$ cat src/rtl/pipe_front_regs_if.sv
// pipe_front_regs_if: front-end pipeline register bus between the hazard/decode logic and the PC, IF/ID and ID/EX registers.
//   slave  : the register block (consumes stall/flush/redirect and D-side fields, drives F/D/E state and counters)
//   master : the surrounding pipeline / hazard unit
interface pipe_front_regs_if #(
    parameter int EX_W  = 128,
    parameter int CNT_W = 32
);
    logic             StallF;
    logic             StallD;
    logic             FlushE;
    logic             PCSrcD;
    logic [31:0]      PCBranchD;
    logic [31:0]      InstrF;
    logic [31:0]      PCF;
    logic [31:0]      InstrD;
    logic [31:0]      PCPlus4D;
    logic             ValidD;
    logic [4:0]       RsD;
    logic [4:0]       RtD;
    logic [4:0]       RdD;
    logic [EX_W-1:0]  PayloadD;
    logic [4:0]       RsE;
    logic [4:0]       RtE;
    logic [4:0]       RdE;
    logic [EX_W-1:0]  PayloadE;
    logic             ValidE;
    logic             CntClr;
    logic [CNT_W-1:0] StallCnt;
    logic [CNT_W-1:0] BubbleCnt;

    modport slave (
        input  StallF, StallD, FlushE, PCSrcD, PCBranchD, InstrF,
        input  RsD, RtD, RdD, PayloadD, CntClr,
        output PCF, InstrD, PCPlus4D, ValidD,
        output RsE, RtE, RdE, PayloadE, ValidE,
        output StallCnt, BubbleCnt
    );

    modport master (
        output StallF, StallD, FlushE, PCSrcD, PCBranchD, InstrF,
        output RsD, RtD, RdD, PayloadD, CntClr,
        input  PCF, InstrD, PCPlus4D, ValidD,
        input  RsE, RtE, RdE, PayloadE, ValidE,
        input  StallCnt, BubbleCnt
    );
endinterface

$ cat src/rtl/pipe_front_regs.sv
// pipe_front_regs: PC, IF/ID and ID/EX registers of a 5-stage MIPS pipeline with valid bits and stall/bubble counters.
//   clk   : rising-edge clock
//   rst_n : asynchronous active-low reset
//   bus   : slave side of pipe_front_regs_if
//           in  StallF/StallD/FlushE, PCSrcD/PCBranchD, InstrF, RsD/RtD/RdD/PayloadD, CntClr
//           out PCF, InstrD/PCPlus4D/ValidD, RsE/RtE/RdE/PayloadE/ValidE, StallCnt/BubbleCnt
// Every output comes straight from a flop.
module pipe_front_regs #(
    parameter logic [31:0] RESET_PC = 32'h0000_0000,
    parameter int          EX_W     = 128,
    parameter int          CNT_W    = 32
) (
    input logic               clk,
    input logic               rst_n,
    pipe_front_regs_if.slave  bus
);
    logic [31:0]      pcf_q, pcf_d;
    logic [31:0]      pc_plus4;
    logic [31:0]      instrd_q, instrd_d;
    logic [31:0]      pcp4d_q, pcp4d_d;
    logic             validd_q, validd_d;
    logic [4:0]       rse_q, rse_d;
    logic [4:0]       rte_q, rte_d;
    logic [4:0]       rde_q, rde_d;
    logic [EX_W-1:0]  payloade_q, payloade_d;
    logic             valide_q, valide_d;
    logic [CNT_W-1:0] stall_cnt_q, stall_cnt_d;
    logic [CNT_W-1:0] bubble_cnt_q, bubble_cnt_d;
    logic             stall_inc, bubble_inc;
    logic             squash_d;

    assign pc_plus4 = pcf_q + 32'd4;
    // A redirect only kills the D slot when IF/ID is actually loading this edge.
    assign squash_d   = bus.PCSrcD & ~bus.StallD;
    assign stall_inc  = bus.StallD;
    // A flush and a squash on the same edge count as a single bubble.
    assign bubble_inc = bus.FlushE | squash_d;

    always_comb begin
        pcf_d = bus.StallF ? pcf_q : (bus.PCSrcD ? bus.PCBranchD : pc_plus4);
    end

    always_comb begin
        instrd_d = bus.StallD ? instrd_q : (squash_d ? 32'd0 : bus.InstrF);
        pcp4d_d  = bus.StallD ? pcp4d_q  : (squash_d ? 32'd0 : pc_plus4);
        validd_d = bus.StallD ? validd_q : ~squash_d;
    end

    always_comb begin
        rse_d      = bus.FlushE ? 5'd0 : bus.RsD;
        rte_d      = bus.FlushE ? 5'd0 : bus.RtD;
        rde_d      = bus.FlushE ? 5'd0 : bus.RdD;
        payloade_d = bus.FlushE ? '0   : bus.PayloadD;
        valide_d   = bus.FlushE ? 1'b0 : validd_q;
    end

    always_comb begin
        stall_cnt_d  = bus.CntClr ? '0 :
                       (stall_inc && stall_cnt_q != '1) ? stall_cnt_q + 1'b1 : stall_cnt_q;
        bubble_cnt_d = bus.CntClr ? '0 :
                       (bubble_inc && bubble_cnt_q != '1) ? bubble_cnt_q + 1'b1 : bubble_cnt_q;
    end

    always_ff @(posedge clk or negedge rst_n) begin
        if (!rst_n) begin
            pcf_q        <= RESET_PC;
            instrd_q     <= '0;
            pcp4d_q      <= '0;
            validd_q     <= 1'b0;
            rse_q        <= '0;
            rte_q        <= '0;
            rde_q        <= '0;
            payloade_q   <= '0;
            valide_q     <= 1'b0;
            stall_cnt_q  <= '0;
            bubble_cnt_q <= '0;
        end else begin
            pcf_q        <= pcf_d;
            instrd_q     <= instrd_d;
            pcp4d_q      <= pcp4d_d;
            validd_q     <= validd_d;
            rse_q        <= rse_d;
            rte_q        <= rte_d;
            rde_q        <= rde_d;
            payloade_q   <= payloade_d;
            valide_q     <= valide_d;
            stall_cnt_q  <= stall_cnt_d;
            bubble_cnt_q <= bubble_cnt_d;
        end
    end

    assign bus.PCF       = pcf_q;
    assign bus.InstrD    = instrd_q;
    assign bus.PCPlus4D  = pcp4d_q;
    assign bus.ValidD    = validd_q;
    assign bus.RsE       = rse_q;
    assign bus.RtE       = rte_q;
    assign bus.RdE       = rde_q;
    assign bus.PayloadE  = payloade_q;
    assign bus.ValidE    = valide_q;
    assign bus.StallCnt  = stall_cnt_q;
    assign bus.BubbleCnt = bubble_cnt_q;
endmodule

$ cat src/flat_wrapper.sv
// flat-port wrapper written by rule: the top's interface ports become plain ports
module pipe_front_regs_flat 
#(
    parameter logic [31:0] RESET_PC = 32'h0000_0000,
    parameter int          EX_W     = 128,
    parameter int          CNT_W    = 32
)
  (clk, rst_n, bus_StallF, bus_StallD, bus_FlushE, bus_PCSrcD, bus_PCBranchD, bus_InstrF, bus_RsD, bus_RtD, bus_RdD, bus_PayloadD, bus_CntClr, bus_PCF, bus_InstrD, bus_PCPlus4D, bus_ValidD, bus_RsE, bus_RtE, bus_RdE, bus_PayloadE, bus_ValidE, bus_StallCnt, bus_BubbleCnt);
  pipe_front_regs_if #(.EX_W(EX_W), .CNT_W(CNT_W)) bus_i ();
  input logic clk;
  input logic rst_n;
  input wire logic [$bits(bus_i.StallF)-1:0] bus_StallF;
  input wire logic [$bits(bus_i.StallD)-1:0] bus_StallD;
  input wire logic [$bits(bus_i.FlushE)-1:0] bus_FlushE;
  input wire logic [$bits(bus_i.PCSrcD)-1:0] bus_PCSrcD;
  input wire logic [$bits(bus_i.PCBranchD)-1:0] bus_PCBranchD;
  input wire logic [$bits(bus_i.InstrF)-1:0] bus_InstrF;
  input wire logic [$bits(bus_i.RsD)-1:0] bus_RsD;
  input wire logic [$bits(bus_i.RtD)-1:0] bus_RtD;
  input wire logic [$bits(bus_i.RdD)-1:0] bus_RdD;
  input wire logic [$bits(bus_i.PayloadD)-1:0] bus_PayloadD;
  input wire logic [$bits(bus_i.CntClr)-1:0] bus_CntClr;
  output wire logic [$bits(bus_i.PCF)-1:0] bus_PCF;
  output wire logic [$bits(bus_i.InstrD)-1:0] bus_InstrD;
  output wire logic [$bits(bus_i.PCPlus4D)-1:0] bus_PCPlus4D;
  output wire logic [$bits(bus_i.ValidD)-1:0] bus_ValidD;
  output wire logic [$bits(bus_i.RsE)-1:0] bus_RsE;
  output wire logic [$bits(bus_i.RtE)-1:0] bus_RtE;
  output wire logic [$bits(bus_i.RdE)-1:0] bus_RdE;
  output wire logic [$bits(bus_i.PayloadE)-1:0] bus_PayloadE;
  output wire logic [$bits(bus_i.ValidE)-1:0] bus_ValidE;
  output wire logic [$bits(bus_i.StallCnt)-1:0] bus_StallCnt;
  output wire logic [$bits(bus_i.BubbleCnt)-1:0] bus_BubbleCnt;
  assign bus_i.StallF = bus_StallF;
  assign bus_i.StallD = bus_StallD;
  assign bus_i.FlushE = bus_FlushE;
  assign bus_i.PCSrcD = bus_PCSrcD;
  assign bus_i.PCBranchD = bus_PCBranchD;
  assign bus_i.InstrF = bus_InstrF;
  assign bus_i.RsD = bus_RsD;
  assign bus_i.RtD = bus_RtD;
  assign bus_i.RdD = bus_RdD;
  assign bus_i.PayloadD = bus_PayloadD;
  assign bus_i.CntClr = bus_CntClr;
  assign bus_PCF = bus_i.PCF;
  assign bus_InstrD = bus_i.InstrD;
  assign bus_PCPlus4D = bus_i.PCPlus4D;
  assign bus_ValidD = bus_i.ValidD;
  assign bus_RsE = bus_i.RsE;
  assign bus_RtE = bus_i.RtE;
  assign bus_RdE = bus_i.RdE;
  assign bus_PayloadE = bus_i.PayloadE;
  assign bus_ValidE = bus_i.ValidE;
  assign bus_StallCnt = bus_i.StallCnt;
  assign bus_BubbleCnt = bus_i.BubbleCnt;
  pipe_front_regs #(.RESET_PC(RESET_PC), .EX_W(EX_W), .CNT_W(CNT_W)) u_core (.clk(clk), .rst_n(rst_n), .bus(bus_i));
endmodule
$ cat config.mk
export PLATFORM = sky130hd
export DESIGN_NAME = pipe_front_regs_flat
export DESIGN_NICKNAME = d
export VERILOG_FILES = /design/src/rtl/pipe_front_regs_if.sv /design/src/rtl/pipe_front_regs.sv /design/src/flat_wrapper.sv
export SDC_FILE = /design/constraint.sdc
export NUM_CORES = 1
export LEC_CHECK = 0
export ABC_AREA = 1
export BUFFER_PORTS_ARGS = -buffer_cell sky130_fd_sc_hd__clkbuf_2
export CAP_MARGIN = 0
export CORE_MARGIN = 1.5
export CORE_UTILIZATION = 35
export CTS_BUF_LIST = sky130_fd_sc_hd__clkbuf_4
export CTS_CLUSTER_DIAMETER = 50
export DETAILED_ROUTE_END_ITERATION = 6
export GPL_TIMING_DRIVEN = 1
export HOLD_SLACK_MARGIN = 0.15
export PLACE_DENSITY = 0.67
export SLEW_MARGIN = 40
export SYNTH_ARGS = -nofsm -noshare
export SYNTH_HDL_FRONTEND = slang
export SYNTH_SLANG_ARGS = --single-unit
$ cat constraint.sdc
create_clock -name clk -period 2.35 [get_ports clk]
set_input_delay 0.47 -clock clk [delete_from_list [all_inputs] [get_ports clk]]
set_output_delay 0.47 -clock clk [all_outputs]
set_load 0.005 [all_outputs]
# Word level (Yosys, flattened, before mapping)
# Cells that the tools add are included.
totals:
  regBits: 305
  output_inout_bits: 305
  in_bits: 214
classes:
  muxes: 12
  n_reduce_logical: 4
  addsub: 3
  bitwise: 4
  n_eq_ne: 2
op_table:
  columns: ["cell", "n"]
  rows:
  - ["32-bit two-way mux", 7]
  - ["128-bit two-way mux", 1]
  - ["32-bit by 1-bit adder with 32-bit output, second input constant", 2]
  - ["32-bit inequality test, second input constant", 2]
  - ["32-bit by 3-bit adder with 32-bit output, second input constant", 1]
  - ["5-bit two-way mux", 3]
  - ["2-bit nonzero test", 2]
  - ["1-bit logical AND", 2]
  - ["1-bit inverter", 2]
  - ["1-bit bitwise AND", 1]
  - ["1-bit two-way mux", 1]
  - ["1-bit bitwise OR", 1]

# Logic depth before layout (Yosys ltp)
depth:
  ltp_word: 6
  ltp_mapped: 12

# Worst setup path before layout
# OpenSTA, ideal clock, no wires.
synth_path:
  path_kind: "register to register"
  startpoint: "register u_core.bubble_cnt_q[0], in the netlist u_core.bus.BubbleCnt[0]"
  endpoint: "register u_core.bubble_cnt_q[20], in the netlist u_core.bus.BubbleCnt[20]"
  path_stages_with_launch: 10
  period_less_slack_ps: 1705
  t_arrival_ps: 1639
  slack_ps: 645
  required_time_ps: 2284
  setup_ps: 66
  cell_sequence: "dfrtp_1 ha_1 inv_1 nor2_4 nand2_4 nor2_8 a21oi_2 clkbuf_1 nand4_1 nand2_1"
synth_via:
  elab_chain_cells: 3
  elab_cells_between_ends: 6
  classes_between: "1 x add/sub; 1 x eq/ne; 2 x mux; 2 x reduce/logical"
synth_rtl:
  columns: ["item", "line", "source"]
  rows:
  - ["start: declaration", "pipe_front_regs.sv:28", "logic [CNT_W-1:0] bubble_cnt_q, bubble_cnt_d;"]
  - ["start signal: assignment", "pipe_front_regs.sv:88", "bubble_cnt_q <= bubble_cnt_d;"]
  - ["32-bit by 1-bit adder with 32-bit output or 32-bit inequality test (tied branches)", "pipe_front_regs.sv:61", "(bubble_inc && bubble_cnt_q != '1) ? bubble_cnt_q + 1'b1 : bubble_cnt_q;"]
  - ["32-bit two-way mux or 1-bit logical AND (tied branches)", "pipe_front_regs.sv:61", null]
  - ["32-bit two-way mux or 2-bit nonzero test (tied branches)", null, null]
# Several ways; a longest one is shown, not always the timed one. The select of a mux whose other input is x is not followed.
# A chain may end at the register's enable or synchronous reset.

# Final worst setup path
layout_path:
  startpoint: "register u_core.pcf_q[4], in the netlist u_core.bus.PCF[4]"
  endpoint: "register u_core.pcf_q[31], in the netlist u_core.bus.PCF[31]"
layout_via:
  elab_chain_cells: 2
layout_rtl:
  columns: ["item", "line", "source"]
  rows:
  - ["start: declaration", "pipe_front_regs.sv:17", "logic [31:0] pcf_q, pcf_d;"]
  - ["start signal: assignment", "pipe_front_regs.sv:78", "pcf_q <= pcf_d;"]
  - ["32-bit by 3-bit adder with 32-bit output", "pipe_front_regs.sv:32", "assign pc_plus4 = pcf_q + 32'd4;"]
  - ["32-bit two-way mux", "pipe_front_regs.sv:40", "pcf_d = bus.StallF ? pcf_q : (bus.PCSrcD ? bus.PCBranchD : pc_plus4);"]
# No other way between the ends.

==> out/results.txt <==
Ys Warns - 0
synthesized area per cell - 8.150 µm²
routability cong. - 0.9745
first-pass GRT wire length - 84.15 mm
maximum clock frequency - 455.1 MHz
vias in the first global route - 14980
1st-pass router iterations - 5
endpoint class of the critical path - flip-flop
Hold WC Path Type - in -> async
io pins - 519
cts bufs inserted - 86
number of clock sinks seen by CTS - 305
Critical Path RT - 2.99 ns
drt wl/cell - 17.94 µm
grt ovf - 0
largest cells by area after synthesis - dfrtp_1, nand2_1, nor2_1
Period minus WS final - 2.197 ns
RSZ-0062 raised after global routing - false
DRC violations left - 0
Post-synth EDFFs - 0
TritonCTS clock tree - built
Post-Route Utilization - 0.5275
Final setup viols - 0
status - completed
hpwl dp - 38.39 mm
worst rel slew slack - 0.6175
Area growth, synth to finish - 48.43%
Post-synth ARST share - 1.000
routed vias - 14550
post-CTS setup buffers - 0
Final Cycle Share - 0.9351
worst-skew pair later-pin latency - 0.78 ns
Initial Util - 0.3554
std cell rows - 72
crit path launch type - flip-flop
Tightest Pin Transition - 0.5738 ns
H-tree Lvls - 3
Pins Over Slew Limit - 0
Clk Tree Root Cell - clkbuf_4
nets - 2712
DR iter-0 viols - 925
Worst EP arrival - 2.84 ns
mapped cell area - 0.01377 mm²
initial antenna violation count - 2
Total Wirelength - 55.15 mm
crit-path max FO - 6
vias per cell - 4.730
share of cells above drive strength 1 - 0.2836
distinct cell type count after synthesis - 33
critical path class - reg -> reg
Global Route Usage Sum - 0.2706
Synth top area share - 0.5544
pwr dens - 620.6 mW/mm²
Die Span X - 201.3 µm
FF+latch count, synth - 305
Clock Skews - 0.05382 ns
core area - 0.03874 mm²
worst hold slack - 0.2449 ns
Total Die Area - 0.04053 mm²
VDD IR max - 464.0 µV
Max-Cap Viols - 0
largest area contributor in the netlist - dfrtp_1
DIE HEIGHT - 201.3 µm
register area share after synthesis - 0.5544
syn_nets - 1906
post-synthesis cell count - 1689
largest net degree at the start of global routing - 111
I/O Buffers - 518
Setup TNS Final - 0 ns
clock-pin slew on the worst setup and hold paths - 0.07 ns
ys flop type - dfrtp_1
Post-DRT Antenna Nets - 0
Max Buffers Root-to-Sink - 3
Static Leak - 11.23 nW
final hold violation count - 0
flip-flops by register name, summed over array words and instances (netlist names):
register,cells
u_core.bus.InstrD,32
u_core.bus.RsE,5
u_core.bus.ValidD,1
u_core.bus.PCPlus4D,32
u_core.bus.StallCnt,32
u_core.bus.PayloadE,128
u_core.bus.BubbleCnt,32
u_core.bus.ValidE,1
u_core.bus.PCF,32
u_core.bus.RtE,5
u_core.bus.RdE,5
area by class of cell:
| type | instances | area [µm²] |
|---|---|---|
| Antenna cell | 4 | 10.01 |
| Clock buffer | 123 | 923.4 |
| Clock inverter | 23 | 173.9 |
| Fill cell | 3590 | 18310 |
| Inverter | 244 | 925.9 |
| Multi-Input combinational cell | 1084 | 4964 |
| Sequential cell | 305 | 7632 |
| Tap cell | 518 | 648.1 |
| Timing Repair Buffer | 774 | 5155 |
stage by stage:
| step | total power, W | cell area (µm²) | setup slack, ns | instances |
|---|---|---|---|---|
| after floorplan | 0.006395 | 13770 | 0.6451 | 1689 |
| after global placement | 0.007312 | 17070 | 0.4911 | 2700 |
| after detailed placement | 0.007336 | 17070 | 0.4596 | 2700 |
| after CTS | 0.01275 | 20420 | 0.05078 | 3071 |
| after global routing | 0.01328 | 20430 | 0.02301 | 3073 |
| final | 0.01268 | 20430 | 0.1526 | 3075 |
path summary, 6_finish.rpt:
| kind | start | endpoint | slack, ns | cells past startpoint |
|---|---|---|---|---|
| max reg2reg | u_core.bus.PCF[4] | u_core.bus.PCF[31] | 0.15 | 8 |
| min reg2reg | u_core.bus.PCPlus4D[11] | u_core.bus.PCPlus4D[11] | 0.48 | 2 |
| max | u_core.bus.PCF[4] | u_core.bus.PCF[31] | 0.15 | 8 |
| max in group asynchronous | rst_n | u_core.bus.PayloadE[35] | 1.35 | 3 |
| min | rst_n | u_core.bus.PayloadE[46] | 0.24 | 2 |
| min in group clk | bus_StallF | u_core.bus.PCF[1] | 0.31 | 5 |
timing repair:
item | in CTS | in global routing
endpoints found under the setup margin | 0 | 1
endpoints found under the hold margin | 525 | 0
resized for setup | 0 | 1
hold buffers | 225 | 0
worst max-delay path, cell delays in order (launching register included):
cell,delay [ns]
dfrtp_1,0.44
nand2_1,0.09
nor2_1,0.20
nand2_1,0.18
nor2_2,0.33
nand3_1,0.14
nand3_1,0.10
nand2_1,0.05
dlygate4sd3_1,0.54
cells in the mapped netlist (all sizes together) (6+ instances only):
library cell and count:
o21bai 11, nor2 313, a21oi 10, nand2 483
inv 241, o21ai 40, or2 11, buf 20
nand4 54, nand3 86, xor2 20, xnor2 6
a22o 36, clkbuf 36, dfrtp 305
logic make-up (layout without fill, tap and decap cells):
kind of cell	after synthesis	after routing	share of synthesized area
XOR/XNOR	26	26	0.01654
buffers and inverters	300	1164	0.08589
other	0	4	0
AND/OR/NAND/NOR	953	953	0.2903
adder cells (fa/ha/maj)	3	3	0.002727
flip-flops	305	305	0.5544
AO/OA/AOI/OAI	102	102	0.05008
where the power goes:
group,internal (W),switching [W]
registers,0.00556,0.000250
logic,0.000844,0.000959
clock network,0.00272,0.00235
total,0.00912,0.00356
routing by layer:
layer | wire length, µm | vias up | global-route usage
li1 | - | 6849 | -
met1 | 22020 | 6881 | 0.3331
met2 | 26440 | 660 | 0.4372
met3 | 3934 | 155 | 0.06106
met4 | 2752 | 0 | 0.1564
met5 | 0 | - | 0
placed cells by master, fill, tap and decap left out, types with 4 or more instances in the layout:
cell / instances
clkbuf_2: 515
nand2_1: 466
dfrtp_1: 305
nor2_1: 303
inv_1: 237
dlygate4sd3_1: 225
clkbuf_4: 123
nand3_1: 86
nand4_1: 54
o21ai_0: 39
a22o_1: 36
buf_4: 28
xor2_1: 20
clkinv_1: 17
or2_2: 11
o21bai_1: 11
nand2_2: 10
a21oi_1: 9
nand2_4: 7
xnor2_1: 6
inv_2: 5
nor2_4: 5
o211ai_1: 5
buf_12: 5
diode_2: 4
nor2_2: 4
(Power assumes the default switching activity.)
